<file path="config.mk">
export PLATFORM = sky130hd
export DESIGN_NAME = vmask_first_scan
export DESIGN_NICKNAME = d
export VERILOG_FILES = /design/src/rtl/vmask_first_scan.sv
export SDC_FILE = /design/constraint.sdc
export NUM_CORES = 1
export LEC_CHECK = 0
export ABC_AREA = 1
export CELL_PAD_IN_SITES_DETAIL_PLACEMENT = 1
export CELL_PAD_IN_SITES_GLOBAL_PLACEMENT = 2
export CORE_MARGIN = 2
export CORE_UTILIZATION = 26
export DETAILED_ROUTE_END_ITERATION = 7
export PLACE_DENSITY = 0.87
export SYNTH_ARGS = -nofsm -noshare
export SYNTH_HDL_FRONTEND = slang
export SYNTH_SLANG_ARGS = --single-unit
</file>
<file path="constraint.sdc">
create_clock -name clk -period 7.8 [get_ports clk]
set_input_delay 1.17 -clock clk [delete_from_list [all_inputs] [get_ports clk]]
set_output_delay 1.17 -clock clk [all_outputs]
set_load 0.02 [all_outputs]
</file>
<file path="src/rtl/vmask_first_scan.sv">
// Multi-beat mask scanner: vfirst.m, vmsbf.m, vmsif.m, vmsof.m.
// Found flag and element-index base carry across beats.
module vmask_first_scan #(
  parameter int DATA_WIDTH = 64,
  parameter int IDX_BITS   = 10
) (
  input  logic                  clk,
  input  logic                  rst,
  input  logic                  in_valid,
  input  logic                  in_start,
  input  logic                  in_last,
  input  logic [1:0]            in_mode,
  input  logic [DATA_WIDTH-1:0] in_m0,
  input  logic [DATA_WIDTH-1:0] in_act,
  input  logic [DATA_WIDTH-1:0] in_old,
  output logic                  out_valid,
  output logic [DATA_WIDTH-1:0] out_vec,
  output logic                  out_found,
  output logic                  out_last
);

  localparam logic [1:0] MODE_FIRST = 2'd0;
  localparam logic [1:0] MODE_SBF   = 2'd1;
  localparam logic [1:0] MODE_SIF   = 2'd2;
  localparam logic [1:0] MODE_SOF   = 2'd3;

  localparam logic [DATA_WIDTH-1:0] ONE = DATA_WIDTH'(1);
  localparam logic [IDX_BITS-1:0] STEP = IDX_BITS'(DATA_WIDTH);

  logic [1:0]            mode_q;
  logic                  found_q;
  logic [IDX_BITS-1:0]   base_q;
  logic [IDX_BITS-1:0]   idx_q;

  logic [DATA_WIDTH-1:0] e;
  logic [DATA_WIDTH-1:0] low;
  logic                  any;
  logic [1:0]            cur_mode;
  logic                  cur_found;
  logic [IDX_BITS-1:0]   cur_base;
  logic [IDX_BITS-1:0]   ctz;
  logic [IDX_BITS-1:0]   hit_idx;
  logic [IDX_BITS-1:0]   first_idx;
  logic [DATA_WIDTH-1:0] r;

  logic                  valid_d;
  logic [DATA_WIDTH-1:0] vec_d;
  logic                  found_d;
  logic                  last_d;

  // Effective bits and the state this beat sees (start beats restart)
  always_comb begin
    e   = in_m0 & in_act;
    low = e & (~e + ONE);
    any = |e;
    if (in_start) begin
      cur_mode  = in_mode;
      cur_found = 1'b0;
      cur_base  = '0;
    end else begin
      cur_mode  = mode_q;
      cur_found = found_q;
      cur_base  = base_q;
    end
  end

  // Count trailing zeros of the effective bits
  always_comb begin
    ctz = '0;
    for (int i = DATA_WIDTH - 1; i >= 0; i--) begin
      if (e[i]) ctz = IDX_BITS'(i);
    end
  end

  // Element index of the first hit, old or new
  always_comb begin
    hit_idx   = cur_base + ctz;
    first_idx = cur_found ? idx_q : hit_idx;
  end

  // Per-beat result for the selected operation
  always_comb begin
    valid_d = 1'b0;
    vec_d   = '0;
    found_d = 1'b0;
    last_d  = 1'b0;
    r       = '0;
    if (in_valid) begin
      if (cur_found) begin
        r = '0;
      end else if (!any) begin
        r = (cur_mode == MODE_SOF) ? '0 : '1;
      end else begin
        unique case (cur_mode)
          MODE_SBF: r = low - ONE;
          MODE_SIF: r = (low - ONE) | low;
          MODE_SOF: r = low;
          default:  r = '0;
        endcase
      end
      if (cur_mode == MODE_FIRST) begin
        if (in_last) begin
          valid_d = 1'b1;
          last_d  = 1'b1;
          found_d = cur_found | any;
          vec_d   = (cur_found | any)
                  ? DATA_WIDTH'(first_idx)
                  : '1;
        end
      end else begin
        valid_d = 1'b1;
        last_d  = in_last;
        vec_d   = (r & in_act) | (in_old & ~in_act);
      end
    end
  end

  // Register outputs and carry scan state across beats
  always_ff @(posedge clk) begin
    if (rst) begin
      out_valid <= 1'b0;
      out_vec   <= '0;
      out_found <= 1'b0;
      out_last  <= 1'b0;
      mode_q    <= MODE_FIRST;
      found_q   <= 1'b0;
      base_q    <= '0;
      idx_q     <= '0;
    end else begin
      out_valid <= valid_d;
      out_vec   <= vec_d;
      out_found <= found_d;
      out_last  <= last_d;
      if (in_valid) begin
        mode_q  <= cur_mode;
        found_q <= cur_found | any;
        base_q  <= cur_base + STEP;
        if (!cur_found && any) idx_q <= hit_idx;
      end
    end
  end

endmodule

</file>
* Word level (Yosys, flattened, before mapping)
Cells that the tools add are included.
** Word-level totals
- Flip-flop bits (word level) :: 90
- Bits of input ports :: 199
- Output and inout bits :: 67
- Logic and storage cells :: 113
** Cells by class
- Add/subtract/negate cells :: 4
- Eq/ne operators :: 3
- Multiplexer cells :: 79
- Bitwise logic cells :: 12
- Reduce and logical (&&, ||, !) cells :: 7
** Operators with widths (number)
- $mux W10 :: 65
- $mux W64 :: 7
- $and A64 B64 Y64 :: 4
- $pmux W64 S3 :: 1
- $not A64 Y64 :: 2
- $or A64 B64 Y64 :: 2
- $add A64 B1 Y64 const B :: 1
- $reduce_or A64 Y1 :: 1
- $sub A64 B1 Y64 const B :: 1
- $add A10 B10 Y10 :: 1
- $add A10 B7 Y10 const B :: 1
- $mux W6 :: 1
- $eq A2 B2 Y1 const B :: 2
- $mux W1 :: 4
- $reduce_or A4 Y1 :: 1
- $not A1 Y1 :: 3
- $eq A2 B1 Y1 const B :: 1
- $logic_not A2 Y1 :: 1
- $mux W2 :: 1
- $reduce_and A2 Y1 :: 1
- $reduce_or A2 Y1 :: 1
- $logic_and A1 B1 Y1 :: 1
- $logic_not A1 Y1 :: 1
- $or A1 B1 Y1 :: 1

* Logic depth before layout (Yosys ltp)
- Depth in word-level cells :: 70
- Mapped depth :: 71
- Gate-level depth less buffers :: 71

* Worst setup path after synthesis
No wires, ideal clock.
- Kind :: input-to-reg
- Start :: input port in_act[61]
- End :: register out_vec[8]
- Setup time :: 0.117 ns
- Arrival time :: 5.306 ns
- Required time :: 7.683 ns
- Path slack :: 2.377 ns
- Cell stages on the path :: 70
- Path through :: nand2_2 > clkinv_2 > nand2_1 > nand3_1 > nand2_1 > nand2_1 > nand2_1 > nand2_1 > nand2_1 > nand2_1 > nand2_1 > nand2_1 > nand2_1 > nand2_1 > nand2_1 > nand2_1 > nand2_1 > nand2_1 > (+34 left out) > nand2_1 > nand2_1 > nand2_1 > nand2_1 > nand2_1 > nand2_1 > nand2_1 > nand2_1 > ha_1 > fa_1 > nand3_1 > nand2_1 > a21oi_1 > o21ai_0 > nand2_1 > xor2_1 > nand2_1 > a32o_1
** On the way
- Word-level cells in the longest chain between the ends :: 68
- Elaborated cells between the ends (all ways) :: 75
** RTL lines
- start: declaration :: RTL line 14 : input logic [DATA_WIDTH-1:0] in_act,
- $and A64 B64 Y64 * :: RTL line 53 : e = in_m0 & in_act;
- $mux W10 (62 in series) :: RTL line 71 : if (e[i]) ctz = IDX_BITS'(i);
- $add A10 B10 Y10 :: RTL line 77 : hit_idx = cur_base + ctz;
- $mux W10 :: RTL line 78 : first_idx = cur_found ? idx_q : hit_idx;
- $mux W64 :: RTL line 107 : ? DATA_WIDTH'(first_idx)
- $mux W64 :: RTL line 102 : if (in_last) begin
- $mux W64 * :: RTL line 101 : if (cur_mode == MODE_FIRST) begin
- end signal: assignment :: RTL line 131 : out_vec <= vec_d;
- end: declaration :: RTL line 17 : output logic [DATA_WIDTH-1:0] out_vec,
Mark *: on every way between the ends. The rest lies on a longest branch, timed or not. The select of a mux whose other input is x is not followed.
A chain may end at the register's enable or synchronous reset.

* Worst setup path after layout
- Start :: input port in_act[63]
- End :: register out_vec[8]
** On the way
- Word-level cells in the longest chain between the ends :: 70
- Elaborated cells between the ends (all ways) :: 77
** RTL lines (RTL line)
- $and A64 B64 Y64 * :: 53
- $mux W6 :: 71
- $mux W10 (63 in series) :: 71
- $add A10 B10 Y10 :: 77
- $mux W10 :: 78
- $mux W64 :: 107
- $mux W64 :: 102
- $mux W64 * :: 101
Marks and branches as above.

==> results.md <==
- CTS clk-pin slew, worst paths: around 0.080 ns
- Warnings from Yosys: 0
- Number of port buffers: around 270
- P_sw: 0.000471 W
- Initial antenna violation count: 1
- Maximum vdd drop: around 94 uV
- Worst Clk Skew: roughly 0.011 ns
- Max Clock Freq: ~150 MHz
- Worst endpoint required time: about 8.1 ns
- Most frequent cell on the critical path: nand2_1
- Switching Fraction: 0.344
- Inst Count DP: between 2000 and 2500
- Final WL: about 34 mm
- Routability cong.: approximately 0.84
- Worst Setup End Kind: register
- Tot GR Track Use: 0.207
- DRT iter0 DRCs: about 470
- Crit-path slowest cell: clkdlybuf4s50_1
- Area contributors post-synth: dfxtp_1, nand2_1, ha_1
- Initial Utilization: 0.264
- Die height: around 180 um
- Setup_tns: 0 ns
- Worst Max-Slew Pin Slew: between 1 and 1.5 ns
- Yosys cell types: 44
- Startpoint Class: primary input
- CTS H-tree lvls: 3
- Syn_nets: 1645
- Max Slew Vio Count: 0
- HP Class: reg -> reg
- P_int: ~0.0009 W
- Status: completed
- Vias: between 9000 and 10000
- Clk sink count: 90
- Crit-path max cell delay: approximately 0.45 ns
- Worst-Skew Late Latency: 0.37 ns
- Most common cell in the synthesized netlist: nand2_1
- Clock buffer depth: 2
- Part of the power in combinational logic: 0.285
- FP Rows: 65
- Final number of setup-violating endpoints: 0
- Clock period minus worst slack: around 6.5 ns
- Asr flop ratio synth: 0
- CTS tree: done
- Hold slack: 0.451 ns
- P_leak: between 5 and 6 nW
- Synth top cells by count: nand2_1, inv_1, nor2_1
- Synth top area share: 0.217
- Fin worst setup slack: approximately 1.3 ns
- Antenna viol nets, final: 0
- Seq/Total Area, Yosys: 0.217
- Synth area leader: dfxtp_1
- Area grow syn2layout: 40.9%
- Placement Setup Slack: roughly 1 ns
- Largest net degree at the start of global routing: 64
- Top FF cell, synth: dfxtp_1
- CP max FO: 3
- Hold buffer count at cts: 0
- Clock power share: 0.364
- Core Box Area: ~31000 um2
- Die area: 33400 um2
- Synthesized area per cell: between 6 and 7 um2
- Layout cell share with drive strength beyond 1: 0.0790
- Cell Count, Final, Fillers Out: between 2000 and 2500
- Final #Nets: about 1900
- Die width: about 180 um
- EDFF count, synth: 0
- Vias per cell: ~4.9
- Final hold vios: 0
- FF+latch count, synth: 90
- Post_cts resized: 0
- Mean routed wirelength per cell: 17.0 um
- Period utilization: 0.828
- Critical path class: in -> reg
- First-pass GRT wire length: roughly 55 mm
- Arr. time, crit path: 6.73 ns
- Number of global-route vias before repair: between 10000 and 15000
- Total CTS buffers: 9
- DRC errors left: 0
- DRT Pass-1 Iters: 4
- Reg power frac: 0.350
- P per Cell Area: 117 nW/um2
- IO Pins: ~270
- Mapped Area: 8310 um2
- Root Buffer: clkbuf_16
- Worst slew margin: 0.288
- RSZ-0062 raised after global routing: no
- Max-cap viol count: 0
- Post-DP HPWL: 26.4 mm
- Post-Syn Instances: 1376
- Post CTS Setup Buffer Count: 0
- GRT overflow: 0
==> per-stage QoR <==
stage	util	cell area [um2]	power (W)
floorplan	-	8310	0.000673
global placement	0.362	11400	0.000879
detailed placement	0.362	11400	0.000884
CTS	0.372	11700	0.00139
global route	0.372	11700	0.00145
finish	0.372	11700	0.00137
==> worst paths after layout <==
check	startpoint	to	slack [ns]	depth (start not counted)
max	in_act[63]	out_vec[8]$_SDFF_PP0_	1.34	71
min	base_q[3]$_SDFFE_PP0P_	base_q[3]$_SDFFE_PP0P_	0.45	2
max reg2reg	mode_q[0]$_SDFFE_PP0P_	out_vec[9]$_SDFF_PP0_	4.22	8
min reg2reg	base_q[3]$_SDFFE_PP0P_	base_q[3]$_SDFFE_PP0P_	0.45	2
==> power groups by stage <==
stage / sequential [W] / combinational [W] / clock (W)
3_5_place_dp: 0.000491 / 0.000393 / 0
6_report: 0.000480 / 0.000391 / 0.000499
4_1_cts: 0.000480 / 0.000395 / 0.000516
2_1_floorplan: 0.000502 / 0.000171 / 0
3_3_place_gp: 0.000491 / 0.000388 / 0
5_1_grt: 0.000482 / 0.000432 / 0.000535
==> routing by layer <==
metal  GRT usage  part of all wire  vias to the layer above  routed length (um)
met4      0.0526             0.016                        0                 538
met3      0.0308             0.048                       28                1670
met1       0.261              0.46                     4634               15700
met2       0.370              0.48                      225               16500
met5           0                 0                        -                   0
li1            -                 -                     4986                   -
==> cells by family after synthesis <==
| kind of cell | share of synthesized area |
|---|---|
| AO/OA/AOI/OAI | 0.180 |
| XOR/XNOR | 0.00843 |
| adder cells (fa/ha/maj) | 0.106 |
| buffers and inverters | 0.113 |
| flip-flops | 0.217 |
| AND/OR/NAND/NOR | 0.375 |
==> sequential cells by signal, indices dropped and copies added, names as in the netlist <==
register,flops
out_vec,64
base_q,10
idx_q,10
mode_q,2
found_q,1
out_found,1
out_last,1
out_valid,1
==> cells in the final DEF (no fill, tap or decap), drive strengths merged, types with 2 or more instances in the layout <==
master and instances:
o221ai 5, xnor2 2, a21oi 45, a32o 6, nand3b 3, a31oi 5
clkbuf 9, o21ai 132, buf 8, ha 69, nor3 20, clkdlybuf4s50 265
o2111ai 28, or2 5, nand3 72, o22ai 5, nor2 178, inv 204
o311ai 15, nand2 415, xor2 6, nand4 10, clkinv 5, nor4 7
a2111oi 2, dfxtp 90
==> final cells by class <==
class,instances,area [um2]
flip-flops and latches,90,1800
diodes,1,2.50
well taps,402,503
clock inverters,7,83.8
clock buffers,9,225
multi-input cells,1038,5610
fillers,4057,19800
repair buffers,273,2710
inverters,204,774
==> worst max-delay path: cells and delay by family <==
kind	cells	cell delay (ns)
simple gates	63	3.71
fa+ha+maj	2	0.64
buf+inv	2	0.54
compound gates	3	0.54
xor+xnor	1	0.14
No activity file was read; power rests on OpenSTA's default activity.
